===== src/rtl/packet_decoder_pkg.sv =====
// Shared constants for the camera packet decoder.
// Holds the packet geometry, the preamble value, the metadata byte positions,
// the FSM state encoding and the 2-of-3 byte vote helper.
package packet_decoder_pkg;

  localparam int PACKET_LEN  = 64;
  localparam int MAX_PAYLOAD = PACKET_LEN - 8;
  localparam int IDLE_BITS   = 24;

  localparam logic [7:0]  PREAMBLE      = 8'h92;
  localparam logic [23:0] SYNC_WORD     = {PREAMBLE, PREAMBLE, PREAMBLE};
  localparam logic [7:0]  MAX_PAYLOAD_B = 8'(MAX_PAYLOAD);
  localparam logic [4:0]  IDLE_LOAD     = 5'(IDLE_BITS);

  // Byte positions inside a packet slot (k = 0 is the preamble).
  localparam logic [5:0] K_LAST_PAYLOAD = 6'(MAX_PAYLOAD);
  localparam logic [5:0] K_PAD          = 6'd57;
  localparam logic [5:0] K_SEQ_HI       = 6'd58;
  localparam logic [5:0] K_SEQ_LO       = 6'd60;
  localparam logic [5:0] K_LEN          = 6'd61;

  localparam logic [1:0] ST_HUNT = 2'd0;
  localparam logic [1:0] ST_RECV = 2'd1;
  localparam logic [1:0] ST_SKIP = 2'd2;

  // Bitwise majority across the three received copies held in the shifter.
  function automatic logic [7:0] vote_byte(input logic [23:0] sr);
    logic [7:0] v;
    for (int b = 0; b < 8; b++) begin
      v[b] = (sr[16+b] & sr[8+b]) | (sr[16+b] & sr[b]) | (sr[8+b] & sr[b]);
    end
    return v;
  endfunction

endpackage


===== src/rtl/packet_decoder_payload_buffer.sv =====
// Payload staging buffer: MAX_PAYLOAD x 8 register file.
// Ports: clock; wr_en/wr_addr/wr_data synchronous write from the receive
// side; rd_addr/rd_data asynchronous read for the drain side.
// Contents are not reset; a packet always rewrites what it later drains.
module packet_decoder_payload_buffer
  import packet_decoder_pkg::*;
(
  input  logic       clock,
  input  logic       wr_en,
  input  logic [5:0] wr_addr,
  input  logic [7:0] wr_data,
  input  logic [5:0] rd_addr,
  output logic [7:0] rd_data
);

  logic [7:0] mem_q [MAX_PAYLOAD];

  always_ff @(posedge clock) begin
    if (wr_en) mem_q[wr_addr] <= wr_data;
  end

  assign rd_data = (rd_addr < K_LAST_PAYLOAD) ? mem_q[rd_addr] : 8'h00;

endmodule


===== src/rtl/packet_decoder.sv =====
// Camera packet decoder (receive side).
// Aligns on the triple-sent preamble, majority-votes each tripled byte,
// buffers payload until metadata arrives, then drains it to a FIFO.
// Ports: clock, reset (async, active high), input_data (serial, MSB first);
// output_data/fifo_we/fifo_full FIFO write side; pkt_done/pkt_len/pkt_seq/
// pkt_err packet status; ovf_err drain-abort pulse.
// Optional: define PKT_DEC_SEQ_CHECK_EN to add the seq_gap output.
//
// state | meaning
// HUNT  | waiting for 0x929292 in the shifter
// RECV  | collecting voted bytes k = 1..61
// SKIP  | ignoring tail until IDLE_BITS consecutive zeros
module packet_decoder
  import packet_decoder_pkg::*;
(
  input  logic        clock,
  input  logic        reset,
  input  logic        input_data,
  output logic [7:0]  output_data,
  output logic        fifo_we,
  input  logic        fifo_full,
  output logic        pkt_done,
  output logic [7:0]  pkt_len,
  output logic [23:0] pkt_seq,
  output logic        pkt_err,
  output logic        ovf_err
`ifdef PKT_DEC_SEQ_CHECK_EN
  ,
  output logic        seq_gap
`endif
);

  logic [1:0]  state_q, state_d;
  logic [23:0] sr_q, sr_d;
  logic [4:0]  bit_cnt_q, bit_cnt_d;
  logic [5:0]  byte_idx_q, byte_idx_d;
  logic [4:0]  idle_left_q, idle_left_d;
  logic        pad_ok_q, pad_ok_d;
  logic [23:0] seq_acc_q, seq_acc_d;
  logic        drain_act_q, drain_act_d;
  logic [5:0]  drain_len_q, drain_len_d;
  logic [5:0]  rd_ptr_q, rd_ptr_d;
  logic [7:0]  out_data_q, out_data_d;
  logic        fifo_we_q, fifo_we_d;
  logic        pkt_done_q, pkt_done_d;
  logic [7:0]  pkt_len_q, pkt_len_d;
  logic [23:0] pkt_seq_q, pkt_seq_d;
  logic        pkt_err_q, pkt_err_d;
  logic        ovf_q, ovf_d;

  logic [7:0]  voted;
  logic        byte_done;
  logic        commit;
  logic        commit_err;
  logic        buf_we;
  logic [5:0]  buf_waddr;
  logic [7:0]  buf_rdata;

`ifdef PKT_DEC_SEQ_CHECK_EN
  logic [23:0] prev_seq_q, prev_seq_d;
  logic        have_prev_q, have_prev_d;
  logic        seq_gap_q, seq_gap_d;
`endif

  packet_decoder_payload_buffer u_buf (
    .clock   (clock),
    .wr_en   (buf_we),
    .wr_addr (buf_waddr),
    .wr_data (voted),
    .rd_addr (rd_ptr_q),
    .rd_data (buf_rdata)
  );

  always_comb begin
    sr_d        = {sr_q[22:0], input_data};
    voted       = vote_byte(sr_d);
    byte_done   = (state_q == ST_RECV) && (bit_cnt_q == 5'd23);
    state_d     = state_q;
    bit_cnt_d   = bit_cnt_q;
    byte_idx_d  = byte_idx_q;
    idle_left_d = idle_left_q;
    pad_ok_d    = pad_ok_q;
    seq_acc_d   = seq_acc_q;
    drain_act_d = drain_act_q;
    drain_len_d = drain_len_q;
    rd_ptr_d    = rd_ptr_q;
    out_data_d  = out_data_q;
    fifo_we_d   = 1'b0;
    pkt_done_d  = 1'b0;
    pkt_len_d   = pkt_len_q;
    pkt_seq_d   = pkt_seq_q;
    pkt_err_d   = pkt_err_q;
    ovf_d       = 1'b0;
    buf_we      = 1'b0;
    buf_waddr   = byte_idx_q - 6'd1;
    commit      = 1'b0;
    commit_err  = (voted > MAX_PAYLOAD_B) || !pad_ok_q;
`ifdef PKT_DEC_SEQ_CHECK_EN
    prev_seq_d  = prev_seq_q;
    have_prev_d = have_prev_q;
    seq_gap_d   = 1'b0;
`endif

    case (state_q)
      ST_HUNT: begin
        if (sr_d == SYNC_WORD) begin
          state_d    = ST_RECV;
          byte_idx_d = 6'd1;
          bit_cnt_d  = 5'd0;
          pad_ok_d   = 1'b0;
        end
      end
      ST_RECV: begin
        if (byte_done) begin
          bit_cnt_d  = 5'd0;
          byte_idx_d = byte_idx_q + 6'd1;
          if (byte_idx_q <= K_LAST_PAYLOAD) buf_we = 1'b1;
          if (byte_idx_q == K_PAD) pad_ok_d = (voted == PREAMBLE);
          if (byte_idx_q >= K_SEQ_HI && byte_idx_q <= K_SEQ_LO)
            seq_acc_d = {seq_acc_q[15:0], voted};
          if (byte_idx_q == K_LEN) begin
            state_d     = ST_SKIP;
            idle_left_d = IDLE_LOAD;
            commit      = 1'b1;
          end
        end else begin
          bit_cnt_d = bit_cnt_q + 5'd1;
        end
      end
      ST_SKIP: begin
        // Tail pads contain ones, so only a true idle gap re-arms the hunt.
        if (input_data) begin
          idle_left_d = IDLE_LOAD;
        end else if (idle_left_q == 5'd1) begin
          idle_left_d = 5'd0;
          state_d     = ST_HUNT;
        end else begin
          idle_left_d = idle_left_q - 5'd1;
        end
      end
      default: state_d = ST_HUNT;
    endcase

    // fifo_full is sampled here and acted on through the fifo_we flop.
    if (drain_act_q && !fifo_full) begin
      fifo_we_d  = 1'b1;
      out_data_d = buf_rdata;
      rd_ptr_d   = rd_ptr_q + 6'd1;
      if ((rd_ptr_q + 6'd1) == drain_len_q) drain_act_d = 1'b0;
    end

    // A new packet's first payload byte overwrites address 0: abandon the old drain.
    if (byte_done && byte_idx_q == 6'd1 && drain_act_q) begin
      drain_act_d = 1'b0;
      fifo_we_d   = 1'b0;
      out_data_d  = out_data_q;
      rd_ptr_d    = rd_ptr_q;
      ovf_d       = 1'b1;
    end

    if (commit) begin
      pkt_done_d = 1'b1;
      pkt_len_d  = voted;
      pkt_seq_d  = seq_acc_q;
      pkt_err_d  = commit_err;
      if (!commit_err && voted != 8'd0) begin
        drain_act_d = 1'b1;
        drain_len_d = voted[5:0];
        rd_ptr_d    = 6'd0;
      end
`ifdef PKT_DEC_SEQ_CHECK_EN
      if (!commit_err) begin
        seq_gap_d   = have_prev_q && (seq_acc_q != (prev_seq_q + {16'd0, voted}));
        prev_seq_d  = seq_acc_q;
        have_prev_d = 1'b1;
      end
`endif
    end
  end

  always_ff @(posedge clock or posedge reset) begin
    if (reset) begin
      state_q     <= ST_HUNT;
      sr_q        <= '0;
      bit_cnt_q   <= '0;
      byte_idx_q  <= '0;
      idle_left_q <= '0;
      pad_ok_q    <= 1'b0;
      seq_acc_q   <= '0;
      drain_act_q <= 1'b0;
      drain_len_q <= '0;
      rd_ptr_q    <= '0;
      out_data_q  <= '0;
      fifo_we_q   <= 1'b0;
      pkt_done_q  <= 1'b0;
      pkt_len_q   <= '0;
      pkt_seq_q   <= '0;
      pkt_err_q   <= 1'b0;
      ovf_q       <= 1'b0;
    end else begin
      state_q     <= state_d;
      sr_q        <= sr_d;
      bit_cnt_q   <= bit_cnt_d;
      byte_idx_q  <= byte_idx_d;
      idle_left_q <= idle_left_d;
      pad_ok_q    <= pad_ok_d;
      seq_acc_q   <= seq_acc_d;
      drain_act_q <= drain_act_d;
      drain_len_q <= drain_len_d;
      rd_ptr_q    <= rd_ptr_d;
      out_data_q  <= out_data_d;
      fifo_we_q   <= fifo_we_d;
      pkt_done_q  <= pkt_done_d;
      pkt_len_q   <= pkt_len_d;
      pkt_seq_q   <= pkt_seq_d;
      pkt_err_q   <= pkt_err_d;
      ovf_q       <= ovf_d;
    end
  end

`ifdef PKT_DEC_SEQ_CHECK_EN
  always_ff @(posedge clock or posedge reset) begin
    if (reset) begin
      prev_seq_q  <= '0;
      have_prev_q <= 1'b0;
      seq_gap_q   <= 1'b0;
    end else begin
      prev_seq_q  <= prev_seq_d;
      have_prev_q <= have_prev_d;
      seq_gap_q   <= seq_gap_d;
    end
  end
  assign seq_gap = seq_gap_q;
`endif

  assign output_data = out_data_q;
  assign fifo_we     = fifo_we_q;
  assign pkt_done    = pkt_done_q;
  assign pkt_len     = pkt_len_q;
  assign pkt_seq     = pkt_seq_q;
  assign pkt_err     = pkt_err_q;
  assign ovf_err     = ovf_q;

endmodule


===== config.mk =====
export PLATFORM = sky130hd
export DESIGN_NAME = packet_decoder
export DESIGN_NICKNAME = d
export VERILOG_FILES = /design/src/rtl/packet_decoder_pkg.sv /design/src/rtl/packet_decoder_payload_buffer.sv /design/src/rtl/packet_decoder.sv
export SDC_FILE = /design/constraint.sdc
export NUM_CORES = 1
export LEC_CHECK = 0
export ABC_AREA = 0
export ABC_CLOCK_PERIOD_IN_PS = 5050
export BUFFER_PORTS_ARGS = -buffer_cell sky130_fd_sc_hd__buf_2
export CAP_MARGIN = 10
export CORE_UTILIZATION = 50
export DETAILED_ROUTE_END_ITERATION = 8
export PLACE_DENSITY = 0.78
export SLEW_MARGIN = 20
export SYNTH_ARGS = -nofsm -noshare
export SYNTH_HDL_FRONTEND = slang
export SYNTH_SLANG_ARGS = --single-unit
export TNS_END_PERCENT = 50

===== constraint.sdc =====
create_clock -name clock -period 5.05 [get_ports clock]
set_clock_uncertainty 0.1 [all_clocks]
set_input_delay 0.7575 -clock clock [delete_from_list [all_inputs] [get_ports clock]]
set_output_delay 0.7575 -clock clock [all_outputs]
set_load 0.05 [all_outputs]

# == Word-level counts from Yosys, hierarchy flattened ==
# Memory sizes are Yosys's and may differ from the RTL's.
# Cells that the tools add are included.
# word_totals
regBits,123
ram_bits,448
wordCells,150
n_memories,1
# op_classes
n_addsub,5
n_lt_le_gt_ge,5
eq_ne,16
mux,43
bitwise,41
n_reduce_logical,22
# memory_table
name,depth,width,read_ports,rd_ports_with_merged_regs,write_ports,line_no,source
u_buf.mem_q,56,8,1,0,1,packet_decoder_payload_buffer.sv:16,logic [7:0] mem_q [MAX_PAYLOAD];
# op_table
cell,n
$mux 6,6
$mux 5,6
$and 1x1->1,24
$eq 24x24->1 const B,1
$mux 1,20
$pmux 5 s2,2
$or 1x1->1,16
$add 6x1->6 const B,2
$eq 6x6->1 const B,2
$le 6x6->1 const B,2
$pmux 6 s2,1
$mux 2,5
$reduce_and 3->1,3
$eq 8x8->1 const B,1
$gt 8x6->1 const B,1
$mux 8,1
$ne 2x2->1 const B,4
$reduce_bool 8->1,1
$eq 6x1->1 const B,1
$eq 6x6->1,1
$ge 6x6->1 const B,1
$logic_and 1x1->1,6
$lt 6x6->1 const B,1
$pmux 2 s3,1
17 further kinds,23

# == Longest topological paths before layout ==
# logic_depth
word_depth,9
mapped_depth,11
mapped_depth_nobuf,9

# == Hierarchy ==
# From an unflattened synthesis, not the netlist that was laid out.
# unflattened
cells_unflattened,1420
area_unflattened_um2,23065.9
# by_module_without_submodules
module,n_inst,cells_per_inst,area_each_um2,seq_area_each_um2
packet_decoder_payload_buffer,1,967,17795.8,13452.9
packet_decoder,1,453,5270.1,3078.0

# == Worst setup path before layout ==
# Ideal clock, no wire load.
# synth_timing
path_type,input to register
start,input port input_data
end,register drain_len_q[1]
arrival_ps,2500
setup_slack_ps,2322
path_stages,6
path_buffers,1
path_cell_list,maj3_2 -> or4_4 -> nor3_2 -> nor3_2 -> buf_6 -> mux2_4
# synth_between
elab_chain_cells,8
# synth_rtl
element,line_no,source
"start, declared",packet_decoder.sv:18,"input logic input_data,"
$and 1x1->1,packet_decoder_pkg.sv:30,v[b] = (sr[16+b] & sr[8+b]) | (sr[16+b] & sr[b]) | (sr[8+b] & sr[b]);
$or 1x1->1,packet_decoder_pkg.sv:30,
$or 1x1->1 *,packet_decoder_pkg.sv:30,
$gt 8x6->1,packet_decoder.sv:97,commit_err = (voted > MAX_PAYLOAD_B) || !pad_ok_q;
$logic_or 1x1->1,packet_decoder.sv:97,
$logic_not 1->1,packet_decoder.sv:166,if (!commit_err && voted != 8'd0) begin
$logic_and 1x1->1 *,packet_decoder.sv:166,
$reduce_and 2->1 (no source line) *,-,
"end signal, assigned",packet_decoder.sv:209,drain_len_q <= drain_len_d;
"end, declared",packet_decoder.sv:41,"logic [5:0] drain_len_q, drain_len_d;"
# Every way passes the cells marked *; elsewhere a longest branch is shown, timed or not.
# A chain may end at the register's enable or synchronous reset.

# == Worst setup path in the final report ==
# layout_timing
start,register bit_cnt_q[0]
end,"memory u_buf.mem_q[12][0], enable pin"
# layout_between
elab_chain_cells,6
# layout_rtl
element,line_no,source
"start, declared",packet_decoder.sv:35,"logic [4:0] bit_cnt_q, bit_cnt_d;"
"start signal, assigned",packet_decoder.sv:203,bit_cnt_q <= bit_cnt_d;
$eq 5x5->1,packet_decoder.sv:77,byte_done = (state_q == ST_RECV) && (bit_cnt_q == 5'd23);
$logic_and 1x1->1,packet_decoder.sv:77,
$mux 1,packet_decoder.sv:114,if (byte_done) begin
$mux 1,packet_decoder.sv:104,case (state_q)
$mux 1,packet_decoder_payload_buffer.sv:19,if (wr_en) mem_q[wr_addr] <= wr_data;
$mux 1 (implied by the code),packet_decoder_payload_buffer.sv:19,
"end, declared",packet_decoder_payload_buffer.sv:16,
# Every way passes these cells.

==> metrics <==
endpoints failing hold=0; vertical extent of the die=215.4 um; peak ir drop on the vdd network=0.3058 mV; setup TNS=0 ns; hold_buf cts=0; setup bufs post-CTS=0; clock tree sinks=571; Area Overhead vs Synth=11.11%; ant diodes=0; HPWL after detailed placement=29540 um; PD cells=487.6 mW/mm^2; flops & latches, synth=571; Placer Congestion=0.8293; endpoint class of the critical path=flop; crit path launch type=flop; RSZ-0062 raised after global routing=no; number of antenna violations at the first check in global routing=0; Post-Layout Cell Count=2028; clock buffer depth=3; biggest fanout along the worst timing path=12; number of failing setup endpoints in the final timing report=0; global routing met2 resource utilization=35.16%; Yosys cell types=68; DP Cell Count=1933; first-pass GRT wire length=75290 um; leftover overflow at the end of global routing=0; number of iterations in the first detailed-routing pass=5; CTS tree=yes; Leak=9.021 nW; fraction of layout cells with a size suffix above 1=20.33%; number of instances resized during post-cts repair=0; number of H-tree levels=2; number of antenna-violating nets in the routed design=0; Routed WL per cell=24.07 um; number of warnings reported in the yosys synthesis log=0; Clock Latency Late Sink=0.58 ns; routed vias=12160; Post-Syn Instances=1345; TritonCTS Buffers=51; Initial Util=51.14%; number of DRC markers after the initial detailed-route iteration=1292; horizontal die dimension=215.4 um; pin count of the biggest net entering global routing=62; Arrival @ worst endpoint=3.77 ns; Site Rows=77; minimum clock period=3.667 ns; global routing usage summed across all routing layers=21.47%; core area=0.04451 sq mm; net count of the finished layout=1406; critical path required time=5.15 ns; DIE AREA=0.04638 sq mm; met1 routing resource usage after global routing=29.84%; Slew Limit Fails=0; worst-margin pin slew=1.119 ns; number of global-route vias before repair=12440; run status=finished, final reports clean; average size of a mapped cell=16.92 sq um; GRT busiest layer=met2; number of max-cap violations=0; Fmax achieved=272.7 MHz; ratio of final minimum period to clock period=72.62%; fraction of registers with async set/reset=21.54%; total of fill cells in the finished design=3301; clock-pin slew on the worst setup and hold paths=0.06 ns; clock root buffer=sky130_fd_sc_hd__clkbuf_16; IO Count=48; met3 Usage GRT=3.723%; most common flop cell mapped by yosys=sky130_fd_sc_hd__edfxtp_1; cell area after synthesis=0.02276 sq mm; number of DRC violations after detailed routing=0; number of nets in the synthesized netlist=1357; Hold/Removal Path Class=primary input to async pin; headroom to the max-slew limit=25.25%; vias per cell=5.997; critical setup path kind=flop to flop; count of flip-flops with a built-in enable after synthesis=448; portion of the post-synthesis area used by sequential elements=72.63%; Total Wirelength=48810 um; buffers added on ports=47
==> stage by stage <==
| step | utilization [%] | power [mW] | hold slack [ns] | setup WS [ns] | instance area (sq um) |
|---|---|---|---|---|---|
| 3_3_place_gp | 52.87 | 8.315 | 0.2785 | 1.440 | 23530 |
| 5_1_grt | 56.82 | 12.72 | 0.2025 | 1.229 | 25290 |
| 3_5_place_dp | 52.88 | 8.377 | 0.2885 | 1.392 | 23540 |
| 4_1_cts | 56.81 | 12.36 | 0.1641 | 1.412 | 25280 |
| 6_report | 56.82 | 12.33 | 0.1678 | 1.383 | 25290 |
| 2_1_floorplan | - | 7.642 | 0.2609 | 0.9216 | 22760 |
==> cell usage after synthesis, types with 4 or more instances <==
| cell | count | area share (%) |
|---|---|---|
| sky130_fd_sc_hd__buf_6 | 7 | 0.35 |
| sky130_fd_sc_hd__nor2_1 | 88 | 1.5 |
| sky130_fd_sc_hd__buf_1 | 6 | 0.099 |
| sky130_fd_sc_hd__and3_1 | 6 | 0.16 |
| sky130_fd_sc_hd__nand2b_1 | 6 | 0.16 |
| sky130_fd_sc_hd__nor3_1 | 8 | 0.18 |
| sky130_fd_sc_hd__mux2i_1 | 66 | 2.9 |
| sky130_fd_sc_hd__or3_1 | 4 | 0.11 |
| sky130_fd_sc_hd__ha_1 | 8 | 0.44 |
| sky130_fd_sc_hd__buf_2 | 15 | 0.33 |
| sky130_fd_sc_hd__mux2_2 | 34 | 1.7 |
| sky130_fd_sc_hd__o211ai_1 | 5 | 0.16 |
| sky130_fd_sc_hd__mux4_1 | 5 | 0.58 |
| sky130_fd_sc_hd__a21oi_1 | 11 | 0.24 |
| sky130_fd_sc_hd__mux4_2 | 84 | 8.3 |
| sky130_fd_sc_hd__clkbuf_1 | 31 | 0.51 |
| sky130_fd_sc_hd__nor2b_1 | 5 | 0.14 |
| sky130_fd_sc_hd__inv_1 | 10 | 0.16 |
| sky130_fd_sc_hd__edfxtp_1 | 448 | 59 |
| sky130_fd_sc_hd__xnor2_1 | 12 | 0.46 |
| sky130_fd_sc_hd__dfrtp_1 | 123 | 14 |
| sky130_fd_sc_hd__buf_4 | 7 | 0.23 |
| sky130_fd_sc_hd__nand3_1 | 38 | 0.84 |
| sky130_fd_sc_hd__maj3_2 | 4 | 0.20 |
| sky130_fd_sc_hd__xor2_1 | 9 | 0.35 |
| sky130_fd_sc_hd__o31ai_1 | 4 | 0.13 |
| sky130_fd_sc_hd__nand4_1 | 13 | 0.36 |
| sky130_fd_sc_hd__a22oi_1 | 29 | 0.96 |
| sky130_fd_sc_hd__o21ai_0 | 21 | 0.46 |
| sky130_fd_sc_hd__nor4_1 | 4 | 0.11 |
| sky130_fd_sc_hd__nand2_1 | 169 | 2.8 |
==> final timing paths <==
check	to	cells after the start	slack, ns	start
worst min-delay path	seq_acc_q[9]$_DFFE_PP0P_	2	0.17	reset
worst min register to register	sr_q[17]$_DFF_PP0_	0	0.30	sr_q[16]$_DFF_PP0_
min in group clock	sr_q[0]$_DFF_PP0_	1	0.27	input_data
worst max-delay path	u_buf.mem_q[12][0]$_DFFE_PP_	6	1.38	bit_cnt_q[0]$_DFFE_PP0P_
max in group asynchronous	rd_ptr_q[0]$_DFF_PP0_	3	3.66	reset
worst max register to register	u_buf.mem_q[12][0]$_DFFE_PP_	6	1.38	bit_cnt_q[0]$_DFFE_PP0P_
==> where the power goes <==
group | switching, mW | leakage, nW | internal [mW]
clock | 1.67 | 0.859 | 2.34
sequential | 0.266 | 5.59 | 5.20
combinational | 1.62 | 2.58 | 1.23
total | 3.56 | 9.02 | 8.77
==> registers in the layout, summed over array words and instances (netlist names), 2 cells and up <==
| register | flops |
|---|---|
| byte_idx_q | 6 |
| state_q | 2 |
| rd_ptr_q | 6 |
| bit_cnt_q | 5 |
| sr_q | 23 |
| seq_acc_q | 24 |
| pkt_len | 8 |
| output_data | 8 |
| drain_len_q | 6 |
| pkt_seq | 24 |
| u_buf.mem_q | 448 |
| idle_left_q | 5 |
==> cell families after synthesis <==
family	Yosys count	synth area share, %
AOI/OAI and AO/OA	96	2.875
xor gates and xnor gates	21	0.8081
adders and majority gates	15	0.7696
buffers and inverters	82	1.919
DFF	571	72.63
muxes	195	13.82
and+or+nand+nor	365	7.179
==> layout by cell type (no fill, tap or decap), types with 21 or more instances in the layout <==
cell type / netlist / routed
sky130_fd_sc_hd__a22oi_1: 29 / 29
sky130_fd_sc_hd__buf_2: 15 / 47
sky130_fd_sc_hd__clkbuf_16: 0 / 53
sky130_fd_sc_hd__dfrtp_1: 123 / 121
sky130_fd_sc_hd__edfxtp_1: 448 / 448
sky130_fd_sc_hd__mux2_2: 34 / 34
sky130_fd_sc_hd__mux2i_1: 66 / 66
sky130_fd_sc_hd__mux4_2: 84 / 84
sky130_fd_sc_hd__nand2_1: 169 / 168
sky130_fd_sc_hd__nand3_1: 38 / 38
sky130_fd_sc_hd__nor2_1: 88 / 87
sky130_fd_sc_hd__o21ai_0: 21 / 21
==> layer usage <==
| metal | routed length, um | vias to the layer above | part of all wire [%] |
|---|---|---|---|
| met1 | 20140 | 6304 | 41 |
| met2 | 24160 | 527 | 50 |
| met5 | 0 | - | 0 |
| li1 | - | 5255 | - |
| met3 | 3381 | 76 | 6.9 |
| met4 | 1129 | 0 | 2.3 |
==> cell type report <==
type,count,area (sq um),area share (%)
repair buffers,65,395.4,1.563
flip-flops and latches,571,16540,65.40
inverters,13,51.30,0.2028
well taps,592,740.7,2.929
clock buffers,71,1465,5.794
multi-input cells,692,5816,23.00
clock inverters,24,282.8,1.118
==> critical path: stages (launching register included) <==
cell                       delay, ns
sky130_fd_sc_hd__dfrtp_1        0.38
sky130_fd_sc_hd__ha_1           0.21
sky130_fd_sc_hd__nand4b_1       0.30
sky130_fd_sc_hd__nor2_1         0.63
sky130_fd_sc_hd__and3_1         0.33
sky130_fd_sc_hd__nand3_1        0.52
sky130_fd_sc_hd__nor2_1         0.81
No activity file was read; power rests on OpenSTA's default activity.
